File: config.mk
export PLATFORM = sky130hd
export DESIGN_NAME = syscall_disp_hist_flat
export DESIGN_NICKNAME = d
export VERILOG_FILES = /design/src/rtl/syscall_disp_hist_if.sv /design/src/rtl/syscall_disp_hist.sv /design/src/flat_wrapper.sv
export SDC_FILE = /design/constraint.sdc
export NUM_CORES = 1
export LEC_CHECK = 0
export ABC_CLOCK_PERIOD_IN_PS = 7300
export CAP_MARGIN = 10
export CELL_PAD_IN_SITES_DETAIL_PLACEMENT = 0
export CELL_PAD_IN_SITES_GLOBAL_PLACEMENT = 1
export CORE_MARGIN = 3
export CORE_UTILIZATION = 29
export CTS_BUF_LIST = sky130_fd_sc_hd__clkbuf_8 sky130_fd_sc_hd__clkbuf_16
export DETAILED_ROUTE_END_ITERATION = 16
export PLACE_DENSITY_LB_ADDON = 0.08
export SYNTH_ARGS = -nofsm -noshare
export SYNTH_HDL_FRONTEND = slang
export SYNTH_SLANG_ARGS = --single-unit
File: constraint.sdc
create_clock -name clk -period 7.3 [get_ports clk]
set_clock_uncertainty 0.2 [all_clocks]
set_input_delay 1.095 -clock clk [delete_from_list [all_inputs] [get_ports clk]]
set_output_delay 1.095 -clock clk [all_outputs]
set_load 0.02 [all_outputs]
File: src/rtl/syscall_disp_hist_if.sv
// Syscall display bus: pipeline-side syscall request plus the display/status outputs.
// Parameters must match those of the syscall_disp_hist instance it connects to.
interface syscall_disp_hist_if #(
  parameter int DATA_W = 32,
  parameter int DEPTH  = 8,
  parameter int CNT_W  = 16
);
  localparam int AW = $clog2(DEPTH);

  logic              syscall;
  logic              stall;
  logic [DATA_W-1:0] rf_a;
  logic [DATA_W-1:0] rf_b;
  logic [AW-1:0]     view_sel;
  logic [DATA_W-1:0] syscallout;
  logic              halted;
  logic [AW:0]       valid_cnt;
  logic [CNT_W-1:0]  sys_cnt;

  modport master (
    output syscall, stall, rf_a, rf_b, view_sel,
    input  syscallout, halted, valid_cnt, sys_cnt
  );

  modport slave (
    input  syscall, stall, rf_a, rf_b, view_sel,
    output syscallout, halted, valid_cnt, sys_cnt
  );
endinterface

File: src/rtl/syscall_disp_hist.sv
// Syscall display with a circular history of print operands, age-selectable display,
// sticky halt flag and saturating syscall counter. A push is visible at view 0 on the same edge.
module syscall_disp_hist #(
  parameter int DATA_W    = 32,
  parameter int DEPTH     = 8,
  parameter int HALT_CODE = 10,
  parameter int CNT_W     = 16
) (
  input logic              clk,
  input logic              rst,
  syscall_disp_hist_if.slave bus
);
  localparam int AW = $clog2(DEPTH);
  localparam logic [AW:0]       DEPTH_V = (AW+1)'(DEPTH);
  localparam logic [DATA_W-1:0] HALT_V  = DATA_W'(HALT_CODE);

  logic [DATA_W-1:0] mem_q [DEPTH];
  logic [AW-1:0]     wr_ptr_q, wr_ptr_d;
  logic [AW:0]       valid_cnt_q, valid_cnt_d;
  logic [CNT_W-1:0]  sys_cnt_q, sys_cnt_d;
  logic              halted_q, halted_d;
  logic [DATA_W-1:0] syscallout_q, syscallout_d;

  logic              ev;
  logic              push;
  logic [AW-1:0]     rd_idx;

  assign ev   = bus.syscall & ~bus.stall & ~halted_q;
  assign push = ev & (bus.rf_a != HALT_V);

  always_comb begin
    wr_ptr_d     = wr_ptr_q;
    valid_cnt_d  = valid_cnt_q;
    sys_cnt_d    = sys_cnt_q;
    halted_d     = halted_q;
    syscallout_d = '0;

    if (ev && (bus.rf_a == HALT_V)) begin
      halted_d = 1'b1;
    end
    if (push) begin
      wr_ptr_d = wr_ptr_q + AW'(1);
      if (valid_cnt_q != DEPTH_V) valid_cnt_d = valid_cnt_q + (AW+1)'(1);
      if (sys_cnt_q != '1)        sys_cnt_d   = sys_cnt_q + CNT_W'(1);
    end

    // On a push the post-update entry(k) is the pre-update entry(k-1), i.e. one slot closer
    // to wr_ptr_q; entry(0) is taken straight from rf_b since memory is not yet written.
    rd_idx = wr_ptr_q - bus.view_sel - (push ? AW'(0) : AW'(1));
    if ({1'b0, bus.view_sel} < valid_cnt_d) begin
      if (push && (bus.view_sel == '0)) syscallout_d = bus.rf_b;
      else                              syscallout_d = mem_q[rd_idx];
    end
  end

  always_ff @(posedge clk) begin
    if (!rst) begin
      wr_ptr_q     <= '0;
      valid_cnt_q  <= '0;
      sys_cnt_q    <= '0;
      halted_q     <= 1'b0;
      syscallout_q <= '0;
    end else begin
      wr_ptr_q     <= wr_ptr_d;
      valid_cnt_q  <= valid_cnt_d;
      sys_cnt_q    <= sys_cnt_d;
      halted_q     <= halted_d;
      syscallout_q <= syscallout_d;
    end
  end

  // History storage is never cleared; valid_cnt_q guards every read.
  always_ff @(posedge clk) begin
    if (rst && push) mem_q[wr_ptr_q] <= bus.rf_b;
  end

  assign bus.syscallout = syscallout_q;
  assign bus.halted     = halted_q;
  assign bus.valid_cnt  = valid_cnt_q;
  assign bus.sys_cnt    = sys_cnt_q;
endmodule

File: src/flat_wrapper.sv
// flat-port wrapper written by rule: the top's interface ports become plain ports
module syscall_disp_hist_flat 
#(
  parameter int DATA_W    = 32,
  parameter int DEPTH     = 8,
  parameter int HALT_CODE = 10,
  parameter int CNT_W     = 16
)
  (clk, rst, bus_syscall, bus_stall, bus_rf_a, bus_rf_b, bus_view_sel, bus_syscallout, bus_halted, bus_valid_cnt, bus_sys_cnt);
  syscall_disp_hist_if #(.DATA_W(DATA_W), .DEPTH(DEPTH), .CNT_W(CNT_W)) bus_i ();
  input logic clk;
  input logic rst;
  input wire logic [$bits(bus_i.syscall)-1:0] bus_syscall;
  input wire logic [$bits(bus_i.stall)-1:0] bus_stall;
  input wire logic [$bits(bus_i.rf_a)-1:0] bus_rf_a;
  input wire logic [$bits(bus_i.rf_b)-1:0] bus_rf_b;
  input wire logic [$bits(bus_i.view_sel)-1:0] bus_view_sel;
  output wire logic [$bits(bus_i.syscallout)-1:0] bus_syscallout;
  output wire logic [$bits(bus_i.halted)-1:0] bus_halted;
  output wire logic [$bits(bus_i.valid_cnt)-1:0] bus_valid_cnt;
  output wire logic [$bits(bus_i.sys_cnt)-1:0] bus_sys_cnt;
  assign bus_i.syscall = bus_syscall;
  assign bus_i.stall = bus_stall;
  assign bus_i.rf_a = bus_rf_a;
  assign bus_i.rf_b = bus_rf_b;
  assign bus_i.view_sel = bus_view_sel;
  assign bus_syscallout = bus_i.syscallout;
  assign bus_halted = bus_i.halted;
  assign bus_valid_cnt = bus_i.valid_cnt;
  assign bus_sys_cnt = bus_i.sys_cnt;
  syscall_disp_hist #(.DATA_W(DATA_W), .DEPTH(DEPTH), .HALT_CODE(HALT_CODE), .CNT_W(CNT_W)) u_core (.clk(clk), .rst(rst), .bus(bus_i));
endmodule
==> flow_summary.yaml <==
placed_design:
  dpl.hpwl_um: 17700
  port_buffers: 123
  pre_cts_slack_ns: 1.22
  gp_congestion: 0.757
  dp.cells: 1350
timing:
  fin_setup_tns_ns: 0
  finalSetupViolCount: 0
  setup_slack_ns: 1.82
  worst_slew_pin_slew_ns: 1.24
  max_freq_ghz: 0.182
  drv_slew: 0
  min_period_ns: 5.48
  post-route-period-util: 0.751
  maxSlewHeadroom: 0.170
  hold_viol_final: 0
  rsz0062_at_grt: "false"
worst_setup_path:
  r2r_start: "u_core.bus.halted"
  worstPathRequired_ns: 7.44
  cp.arrival_ns: 5.62
  path_class: "in2reg"
  cp-startpoint: "bus_rf_a[3]"
  end_kind: "flip-flop"
  r2r-end: "u_core.bus.syscallout[29]"
  cp-endpoint: "u_core.bus.syscallout[29]"
  reg2regPathDepth: 14
  r2r_slack_ns: 3.11
  worst_setup_path_start_kind: "input port"
  path_max_fanout: 28
final_layout:
  drive_above_1_share: 0.173
  fin_util: 0.374
  nFillCells: 3828
  layout.cells.non_filler: 1418
  area_delta_synth_final_pct: 25.6
  final_nets: 939
  multi_input_area_um2: 3350
  diodes: 0
  ff_latch_area_um2: 8810
routing:
  drtPass1Iterations: 4
  vias: 7183
  drc: 0
  ant_nets: 0
  wirelength_um: 32800
  drt_iter0_drc: 515
  post_drt_wl_per_cell_um: 23.1
  viasPerCell: 5.07
synth:
  post_synth.cell_area_avg_um2: 17.2
  synth_edf_count: 256
  synth_area_um2: 12300
  async_flop_share: 0
  synthTopCellsByArea: "edfxtp_1, mux4_2, dfxtp_1"
  ys_types: 47
  synth_ff_type: "edfxtp_1"
  synth_top_area_frac: 0.624
  synth_area_leader_cell: "edfxtp_1"
  netlist_instances: 716
  yosys_warnings: 0
  seq_area_frac_synth: 0.715
  ys_ff_latch: 312
  synth_nets: 797
clock_network:
  ctsHtreeMaxLevel: 2
  holdBufCountCts: 0
  post_cts_resized: 0
  cts_root_buf: "clkbuf_16"
  cts_tree: "yes"
  cts_sinks: 312
  clock_latency_ns: 0.51
  cts_max_path_buffers: 3
  post-cts-setup-buffer-count: 0
  clkSlewWorstSetupHoldPaths_ns: 0.06
  cts_made_buffers: 37
power_and_ir_drop:
  pwr-share-seq: 0.465
  power_density_nw_per_um2: 274
  switching_share: 0.228
  power_mw: 4.23
  p_clk_frac: 0.419
  p_switching_mw: 0.965
  vdd_ir_drop_max_mv: 0.129
  p_int_mw: 3.27
  comb_power_share: 0.116
  leakagePower_nw: 4.88
hold_path:
  hp-class: "reg2reg"
  whs_path_depth: 2
floorplan:
  std_cell_rows: 74
  fp.dieW_um: 212
  core_um2: 41400
  die_area_um2: 45000
  ios: 124
  dieHeight_um: 212
  start_util: 0.297
global_route:
  grt.overflow.total: 0
  grt_start_max_net_pins: 65
  first_global_vias: 7854
  grt_antenna_before_repair: 3
  grt_pass1_wl_um: 49400
  grt_use_total: 0.148
flow_run:
  max_cap_violations: 0
status:
  status: "complete, no violations"
## power by group through the flow
stage	Sequential, mW	Clock [mW]	Combinational (mW)
floorplan	2.02	0	0.296
global placement	2.00	0	0.502
detailed placement	2.00	0	0.506
CTS	1.97	1.83	0.508
global route	1.97	1.91	0.540
finish	1.97	1.77	0.491
## logic make-up after synthesis
family	share of synthesized area
flops	0.715
simple gates	0.0796
compound gates	0.0443
mux	0.123
buf+inv	0.0210
fa+ha+maj	0.0114
xor+xnor	0.00549
## worst min-delay path by stage
stage | from | endpoint | slack, ns
final | u_core.bus.sys_cnt[15] | u_core.bus.sys_cnt[15] | 0.30
after CTS | u_core.bus.sys_cnt[15] | u_core.bus.sys_cnt[15] | 0.30
after detailed placement | u_core.bus.sys_cnt[15] | u_core.bus.sys_cnt[15] | 0.29
after floorplan | u_core.wr_ptr_q[1] | u_core.wr_ptr_q[1] | 0.35
after global routing | u_core.bus.sys_cnt[15] | u_core.bus.sys_cnt[15] | 0.31
after global placement | u_core.bus.sys_cnt[15] | u_core.bus.sys_cnt[15] | 0.29
## per-layer routing
metal  track usage  routed length, um  share of wire  vias up
li1              -                  -              -     3202
met1         0.189              14200           0.43     3722
met2         0.255              16200           0.49      192
met3        0.0314               1610          0.049       61
met4        0.0390                735          0.022        6
met5             0                 39         0.0012        -
## through the flow
stage	instance area, um2	hold WS (ns)
floorplan	12300	0.351
global placement	14300	0.287
detailed placement	14300	0.291
CTS	15500	0.300
global route	15500	0.310
finish	15500	0.295
## synth_stat cells, types with 6 or more instances
library cell,instances
nand2_1,48
o31ai_1,6
nand3_1,72
buf_2,12
mux2i_1,7
mux4_2,64
nor4_1,14
dfxtp_1,56
edfxtp_1,256
nand4_1,7
nand2b_1,6
nor2_1,12
inv_1,10
ha_1,8
a21oi_1,16
a32oi_1,32
nor3_1,7
or4_1,8
clkbuf_1,22
## cells in the final DEF (no fill, tap or decap), drive strengths merged, types with 6 or more instances in the layout
master / synthesis / final
a21oi: 16 / 16
a32oi: 32 / 32
buf: 20 / 21
clkbuf: 22 / 44
clkdlybuf4s50: 0 / 123
clkinv: 1 / 8
dfxtp: 56 / 56
edfxtp: 256 / 256
ha: 8 / 8
inv: 11 / 26
mux2i: 7 / 7
mux4: 64 / 64
nand2: 48 / 48
nand2b: 6 / 6
nand3: 72 / 72
nand4: 7 / 7
nor2: 12 / 12
nor3: 7 / 7
nor4: 14 / 14
o21ai: 7 / 7
o31ai: 6 / 6
or4: 8 / 8
xnor2: 6 / 6
## final cells by class
| type | instances | area share |
|---|---|---|
| flip-flops and latches | 312 | 0.570 |
| clock inverters | 24 | 0.00987 |
| well taps | 532 | 0.0430 |
| clock buffers | 43 | 0.0667 |
| repair buffers | 145 | 0.0915 |
| inverters | 12 | 0.00291 |
| multi-input cells | 350 | 0.216 |
## critical path, stage by stage
cell and delay (ns):
clkdlybuf4s50_1 0.46, nor4bb_1 0.37, nand4_1 0.33, o21ai_2 0.27, inv_2 0.12, fa_1 0.52
ha_1 0.14, nor2_1 0.06, fa_2 0.33, xnor2_1 0.20, xnor2_4 0.56, buf_4 0.52
mux4_2 0.38, nand3_1 0.11, a32oi_1 0.11
## state kept, by name, summed over array words and instances (netlist names)
name,cells
u_core.mem_q,256
u_core.bus.syscallout,32
u_core.bus.sys_cnt,16
u_core.bus.valid_cnt,4
u_core.wr_ptr_q,3
u_core.bus.halted,1
(Power assumes the default switching activity.)
